$ cat config.mk
export PLATFORM = sky130hd
export DESIGN_NAME = uart_tx_fifo
export DESIGN_NICKNAME = d
export VERILOG_FILES = /design/src/rtl/uart_tx_fifo.sv
export SDC_FILE = /design/constraint.sdc
export NUM_CORES = 1
export LEC_CHECK = 0
export CELL_PAD_IN_SITES_DETAIL_PLACEMENT = 0
export CELL_PAD_IN_SITES_GLOBAL_PLACEMENT = 2
export CORE_UTILIZATION = 42
export DETAILED_ROUTE_END_ITERATION = 10
export GPL_TIMING_DRIVEN = 0
export HOLD_SLACK_MARGIN = 0.02
export PLACE_DENSITY_LB_ADDON = 0.1
export SYNTH_ARGS = -nofsm -noshare
export SYNTH_HDL_FRONTEND = slang
export SYNTH_SLANG_ARGS = --single-unit
export TNS_END_PERCENT = 50
$ cat constraint.sdc
create_clock -name clk -period 3.1 [get_ports clk]
set_clock_uncertainty 0.2 [all_clocks]
set_input_delay 0.465 -clock clk [delete_from_list [all_inputs] [get_ports clk]]
set_output_delay 0.465 -clock clk [all_outputs]
set_load 0.005 [all_outputs]
$ cat src/rtl/uart_tx_fifo.sv
// Byte FIFO feeding a UART transmitter. Bytes are popped in push order and
// handed to the transmitter with a one-cycle send_data strobe. Strobes are
// spaced so that one full frame can finish before the next byte is offered.
module uart_tx_fifo #(
    parameter int DEPTH        = 8,
    parameter int FRAME_CYCLES = 57292
) (
    input  logic                     clk,
    input  logic                     rst,
    input  logic                     wr_en,
    input  logic [7:0]               wr_data,
    output logic [7:0]               tx_data,
    output logic                     send_data,
    output logic                     busy,
    output logic [$clog2(DEPTH):0]   count,
    output logic                     full,
    output logic                     empty,
    output logic                     overflow
);

    localparam int AW = $clog2(DEPTH);
    localparam int CW = AW + 1;
    localparam int FW = (FRAME_CYCLES > 1) ? $clog2(FRAME_CYCLES) : 1;
    localparam logic [FW-1:0] FRAME_LAST = FW'(FRAME_CYCLES - 1);
    localparam logic [CW-1:0] COUNT_FULL = CW'(DEPTH);

    typedef enum logic [1:0] {
        ST_IDLE = 2'd0,
        ST_SEND = 2'd1,
        ST_WAIT = 2'd2
    } state_t;

    state_t          state_r;
    state_t          state_s;
    logic [7:0]      mem_r [DEPTH];
    logic [AW-1:0]   wr_ptr_r;
    logic [AW-1:0]   rd_ptr_r;
    logic [CW-1:0]   count_r;
    logic [CW-1:0]   count_s;
    logic [FW-1:0]   frame_cnt_r;
    logic [7:0]      tx_data_r;
    logic            send_data_r;
    logic            overflow_r;
    logic            full_r;
    logic            empty_r;
    logic            busy_r;
    logic            push_s;
    logic            drop_s;
    logic            pop_s;
    logic            frame_clr_s;
    logic            frame_inc_s;

    // Transmit sequencing: pop one byte, strobe it, then hold off for a frame.
    always_comb begin
        state_s     = state_r;
        pop_s       = 1'b0;
        frame_clr_s = 1'b0;
        frame_inc_s = 1'b0;
        case (state_r)
            ST_IDLE: begin
                if (!empty_r) begin
                    pop_s   = 1'b1;
                    state_s = ST_SEND;
                end else begin
                    state_s = ST_IDLE;
                end
            end
            ST_SEND: begin
                frame_clr_s = 1'b1;
                state_s     = ST_WAIT;
            end
            ST_WAIT: begin
                // Counter stops at its terminal value so it can never wrap.
                if (frame_cnt_r == FRAME_LAST) begin
                    state_s = ST_IDLE;
                end else begin
                    frame_inc_s = 1'b1;
                    state_s     = ST_WAIT;
                end
            end
            default: begin
                state_s = ST_IDLE;
            end
        endcase
    end

    // Push admission and next occupancy; full is the registered flag, so a
    // pop in the same cycle never makes room for a push.
    always_comb begin
        push_s  = wr_en && !full_r;
        drop_s  = wr_en && full_r;
        count_s = count_r;
        if (push_s && !pop_s) begin
            count_s = count_r + CW'(1);
        end else if (!push_s && pop_s) begin
            count_s = count_r - CW'(1);
        end else begin
            count_s = count_r;
        end
    end

    // State register.
    always_ff @(posedge clk or posedge rst) begin
        if (rst) begin
            state_r <= ST_IDLE;
        end else begin
            state_r <= state_s;
        end
    end

    // Storage array; contents are never observable until written, so no reset.
    always_ff @(posedge clk) begin
        if (push_s) begin
            mem_r[wr_ptr_r] <= wr_data;
        end
    end

    // Pointers wrap naturally because DEPTH is a power of two.
    always_ff @(posedge clk or posedge rst) begin
        if (rst) begin
            wr_ptr_r <= '0;
            rd_ptr_r <= '0;
        end else begin
            if (push_s) begin
                wr_ptr_r <= wr_ptr_r + AW'(1);
            end
            if (pop_s) begin
                rd_ptr_r <= rd_ptr_r + AW'(1);
            end
        end
    end

    // Occupancy and its flag decodes, all updated together.
    always_ff @(posedge clk or posedge rst) begin
        if (rst) begin
            count_r <= '0;
            full_r  <= 1'b0;
            empty_r <= 1'b1;
            busy_r  <= 1'b0;
        end else begin
            count_r <= count_s;
            full_r  <= (count_s == COUNT_FULL);
            empty_r <= (count_s == CW'(0));
            busy_r  <= (count_s != CW'(0)) || (state_s != ST_IDLE);
        end
    end

    // Frame spacing timer, cleared while the strobe is out.
    always_ff @(posedge clk or posedge rst) begin
        if (rst) begin
            frame_cnt_r <= '0;
        end else if (frame_clr_s) begin
            frame_cnt_r <= '0;
        end else if (frame_inc_s) begin
            frame_cnt_r <= frame_cnt_r + FW'(1);
        end
    end

    // Transmit byte holds the last popped value; strobe is high while in SEND.
    always_ff @(posedge clk or posedge rst) begin
        if (rst) begin
            tx_data_r   <= 8'h00;
            send_data_r <= 1'b0;
            overflow_r  <= 1'b0;
        end else begin
            if (pop_s) begin
                tx_data_r <= mem_r[rd_ptr_r];
            end
            send_data_r <= (state_s == ST_SEND);
            overflow_r  <= drop_s;
        end
    end

    assign tx_data   = tx_data_r;
    assign send_data = send_data_r;
    assign overflow  = overflow_r;
    assign count     = count_r;
    assign full      = full_r;
    assign empty     = empty_r;
    assign busy      = busy_r;

endmodule

# After elaboration in Yosys (flattened, before gate mapping)

Memories as Yosys holds them, arrays and structs flattened. A register that Yosys moved wholly into a read port is not among the register bits.
Cells that the tools add are included.

Register bits: 33
RAM bits: 64
Bits of input ports: 11
Output and inout port bits: 17
Memories kept: 1

Memories:

| memory | words | bits a word | read ports | clocked after Yosys merged registers in | write ports | RTL line | text |
|---|---|---|---|---|---|---|---|
| mem_r  | 8     | 8           | 1          | 1                                       | 1           | 35       | `logic [7:0] mem_r [DEPTH];` |

Add/sub/neg operators: 5
Equality and inequality tests: 5
Multiplexer cells: 14
Reductions and logical operators: 13

Operators with widths:

| operator                                                               | number |
|---|---|
| 16-bit two-way mux                                                     | 2 |
| 16-bit by 1-bit adder with 16-bit output (second input constant)       | 1 |
| 16-bit equality test (second input constant)                           | 1 |
| 1-bit two-way mux                                                      | 8 |
| 4-bit two-way mux                                                      | 2 |
| 3-bit by 1-bit adder with 3-bit output (second input constant)         | 2 |
| 2-bit one-hot mux with 3 select lines                                  | 1 |
| 4-bit by 1-bit adder with 4-bit output (second input constant)         | 1 |
| 2-bit by 1-bit equality test with 1-bit output (second input constant) | 2 |
| 4-bit equality test (second input constant)                            | 1 |
| 1-bit logical AND                                                      | 4 |
| 4-bit zero test                                                        | 1 |
| 2-bit nonzero test                                                     | 2 |
| 4-bit nonzero test                                                     | 1 |
| 4-bit by 1-bit subtractor with 4-bit output (second input constant)    | 1 |
| 1-bit zero test                                                        | 3 |
| 2-bit equality test (second input constant)                            | 1 |
| 2-bit zero test                                                        | 1 |
| 2-bit two-way mux                                                      | 1 |
| 1-bit logical OR                                                       | 1 |

# Longest topological paths before layout

Depth after elaboration: 8
Gate-level depth with buffers: 7
Gate-level depth less buffers: 7

# Least setup slack after synthesis

No wires, ideal clock.

Path kind: register to register
Start: register state_r[1]
End: register busy_r (netlist: busy)
Arrival: 1.861 ns
Slack: 0.900 ns
Cell stages (with the launch flop): 8
Clock period less this slack: 2.200 ns
Cells stage by stage: dfrtp_1 -> buf_6 -> or3_4 -> clkinv_4 -> nor2_2 -> a32o_1 -> xor2_1 -> or4_4

RTL lines:

| element                                           | RTL line | text |
|---|---|---|
| start: declaration                                | 33       | `state_t state_r;` |
| start signal: assignment                          | 107      | `state_r <= state_s;` |
| 2-bit equality test, or another cell as far along | 59       | `case (state_r)` |
| 2-bit one-hot mux with 3 select lines *           | 59       |  |
| net state_s[0]                                    | 34       | `state_t state_s;` |
| 2-bit nonzero test *                              | 144      | `busy_r <= (count_s != CW'(0)) \|\| (state_s != ST_IDLE);` |
| 1-bit logical OR *                                | 144      |  |
| end signal: assignment                            | 144      |  |
| end: declaration                                  | 46       | `logic busy_r;` |

The timed path passes the listed nets; every way through them passes the cells marked *.
A chain may end at the register's enable or synchronous reset.

# Worst setup path in the final report

Start: input wr_en
End: memory mem_r[2][4] (enable)

Longest elaborated chain between the ends: 3

Ends and longest elaborated chain:

| element                                 | RTL line | text |
|---|---|---|
| start: declaration                      | 10       | `input logic wr_en,` |
| 1-bit logical AND                       | 90       | `push_s = wr_en && !full_r;` |
| 1-bit two-way mux                       | 113      | `if (push_s) begin` |
| 1-bit two-way mux (not written as such) | 114      | `mem_r[wr_ptr_r] <= wr_data;` |
| end: declaration                        | 35       |  |

Every way passes these cells.

==> summary.md <==
| Metric | Value |
|---|---|
| I/O pin count | 28 |
| Final min period | 2.543 ns |
| Most common cell after layout, fill and taps aside | edfxtp_1 |
| Die width | 103.7 um |
| Clock-pin slew on the worst setup and hold paths | 0.11 ns |
| Number of global-route vias before repair | 2487 |
| Leak | 1.825 nW |
| Starting Density | 0.4388 |
| Nets | 352 |
| CTS tree | done |
| First-pass GRT wire length | 13.61 mm |
| Critical path, cell by cell | clkdlybuf4s50_1 > nor2b_1 > clkbuf_1 > nand2b_1 > nor2_1 |
| Post-CTS setup buffer count | 0 |
| Most frequent cells in the layout | edfxtp_1 (64), dfrtp_1 (40), nand2_1 (33) |
| Vias per inst | 5.154 |
| Final setup vio count | 0 |
| Worst r2r dst | tx_data[3] |
| Root buffer cell | clkbuf_8 |
| Total Routed Length | 8.199 mm |
| Met2 wire length | 3.747 mm |
| GR Overflow Total | 0 |
| First-pass iteration count of the detailed router | 4 |
| ANT cells | 0 |
| Vias | 2443 |
| Syn Std Cell Area | 0.004348 mm^2 |
| DIE AREA | 0.01076 mm^2 |
| Status | complete, no violations |
| Worst reg2reg path depth | 5 |
| Worst r2r src | rd_ptr_r[1] |
| Fin. Hold Viols | 0 |
| H-tree lvl count | 3 |
| DR WL/cell | 17.30 um |
| Worst hold path class | in2async |
| Max Slew Vio Count | 0 |
| Crit path launch type | input port |
| Syn_area_per_cell | 14.64 um^2 |
| Wire length on met3 | 419 um |
| Synth Warn # | 0 |
| Hold Buf Count CTS | 0 |
| Arrival time worst endpoint | 2.34 ns |
| Drt drc | 0 |
| Initial antenna violation count | 0 |
| DP Wirelength | 5.518 mm |
| Row cnt | 36 |
| # port buffers | 27 |
| Worst-Margin Slew | 0.9216 ns |
| Syn-to-layout area delta | 14.96% |
| Final worst slack | 0.5573 ns |
| Post-route insts no fill | 474 |
| Final period utilization | 0.8202 |
| Max-cap violation count | 0 |
| Critical path's largest stage delay | 0.75 ns |
| Antenna Nets Post-Route | 0 |
| Fmax | 393.3 MHz |
| Top Layer Used | met4 |
| Slowest CP cell | nor2_1 |
| Max clock buf depth | 2 |
| CP Class | in2reg |
| Floorplan Core Area | 0.009910 mm^2 |
| Syn_nets | 313 |
| Setup WS pre-CTS | 0.08721 ns |
| Worst reg-to-reg setup slack | 0.61 ns |
| Post-synthesis sequential area ratio | 0.6783 |
| Gpl congestion | 0.7038 |
| Met1 Wirelength | 3.993 mm |
| Dpl cells | 458 |
| Post-route setup TNS | 0 ns |
| Worst path depth | 5 |
| Share of cells above drive strength 1 | 0.1320 |
| Overall routing resource usage | 0.1700 |
| Critical path's top delay family | simple AND/OR/NAND/NOR gates |
| Slew HR | 0.3834 |
| Mapped Cells | 297 |
| CP endpoint kind | flip-flop |
| RSZ-0062 raised after global routing | no |
| Post-CTS sizing | 0 |
| PD cells | 622.4 mW/mm^2 |
| CTS Sinks | 105 |
| Worst-path fanout max | 8 |
| Die Ht | 103.7 um |
| Peak VDD IR | 0.5080 mV |
| Starting DRT DRC Count | 251 |
| Buf/Inv on CP | 2 |
| Clk_lat worst skew | 0.38 ns |
| CTS Buf Count | 9 |
| Count of cell types in the netlist | 42 |
| CP Data Required Time | 2.90 ns |
| Hold Slack | 0.1926 ns |
| Largest net degree at the start of global routing | 25 |
| Yosys reg bits | 105 |
==> where the power goes <==
| part | internal [W] | switching (W) |
|---|---|---|
| sequential | 0.00169 | 0.0000981 |
| clock | 0.000313 | 0.000497 |
| combinational | 0.000237 | 0.000277 |
| total | 0.00224 | 0.000872 |
==> worst register-to-register path, cell delays in order (launching register included) <==
cell and delay [ns]:
dfrtp_1 0.37, buf_1 0.42, clkbuf_1 0.58, mux4_2 0.42, mux2i_1 0.26, o21ai_0 0.12
==> how the worst max path moves through the flow <==
stage                from          end
2_1_floorplan  state_r[1]         busy
3_3_place_gp        wr_en  mem_r[0][5]
3_5_place_dp        wr_en  mem_r[4][0]
4_1_cts             wr_en  mem_r[4][6]
5_1_grt             wr_en  mem_r[2][4]
6_report            wr_en  mem_r[2][4]
==> final cells by class <==
type                    count  area [um^2]
clock buffers              10        127.6
clock inverters             6        56.30
multi-input cells         170         1311
inverters                  11        46.29
repair buffers             28        290.3
plain buffers              11        51.30
well taps                 133        166.4
flip-flops and latches    105         2949
fillers                   904         4911
==> Yosys cell counts, drive strengths merged <==
master	n	area share
and2	4	0.0058
inv	10	0.0086
xnor2	7	0.014
nand4	1	0.0014
or4	1	0.0026
mux2i	11	0.025
o21ai	17	0.020
nand2	33	0.028
o31ai	5	0.0086
or3	4	0.0069
nor2b	3	0.0043
and3	2	0.0029
a32o	1	0.0023
dfrtp	40	0.23
buf	4	0.0058
o41a	1	0.0026
clkinv	1	0.0020
edfxtp	64	0.44
nand3	11	0.013
a21boi	1	0.0017
a31o	1	0.0020
a221o	1	0.0023
o211ai	5	0.0086
and4	2	0.0040
nor2	21	0.019
dfstp	1	0.0060
a21oi	2	0.0023
and4b	1	0.0023
nand4b	2	0.0040
and3b	1	0.0020
xor2	1	0.0020
or2b	1	0.0020
clkbuf	7	0.0060
nand2b	4	0.0058
o41ai	1	0.0020
mux4	16	0.083
ha	5	0.014
nor3	4	0.0046
==> sequential cells by signal, summed over array words and instances (netlist names) <==
name and cells:
frame_cnt_r 16, mem_r 64, state_r 2, overflow 1, empty 1, wr_ptr_r 3, full 1, busy 1
rd_ptr_r 3, count 4, send_data 1, tx_data 8
==> stage by stage <==
step                area (um^2)    util  total power [W]
CTS                        4999  0.5044         0.003157
global route               4999  0.5044         0.003284
floorplan                  4348       -         0.002097
global placement           4785  0.4828         0.002328
detailed placement         4815  0.4859         0.002347
finish                     4999  0.5044         0.003111
==> routing by layer <==
| metal | track usage | vias up |
|---|---|---|
| met4 | 0.04898 | 0 |
| met5 | 0 | - |
| met2 | 0.2507 | 55 |
| met3 | 0.05098 | 2 |
| met1 | 0.2443 | 1203 |
| li1 | - | 1183 |
==> kinds of logic after synthesis <==
group                    count (synthesis)  share of synthesized area
multiplexers                            27                     0.1082
adder cells (fa/ha/maj)                  5                    0.01439
AO/OA/AOI/OAI                           35                    0.05209
buffers and inverters                   22                    0.02245
XOR/XNOR                                 8                    0.01612
flip-flops                             105                     0.6783
AND/OR/NAND/NOR                         95                     0.1085
Note: power is estimated with default switching activity, not from simulation.
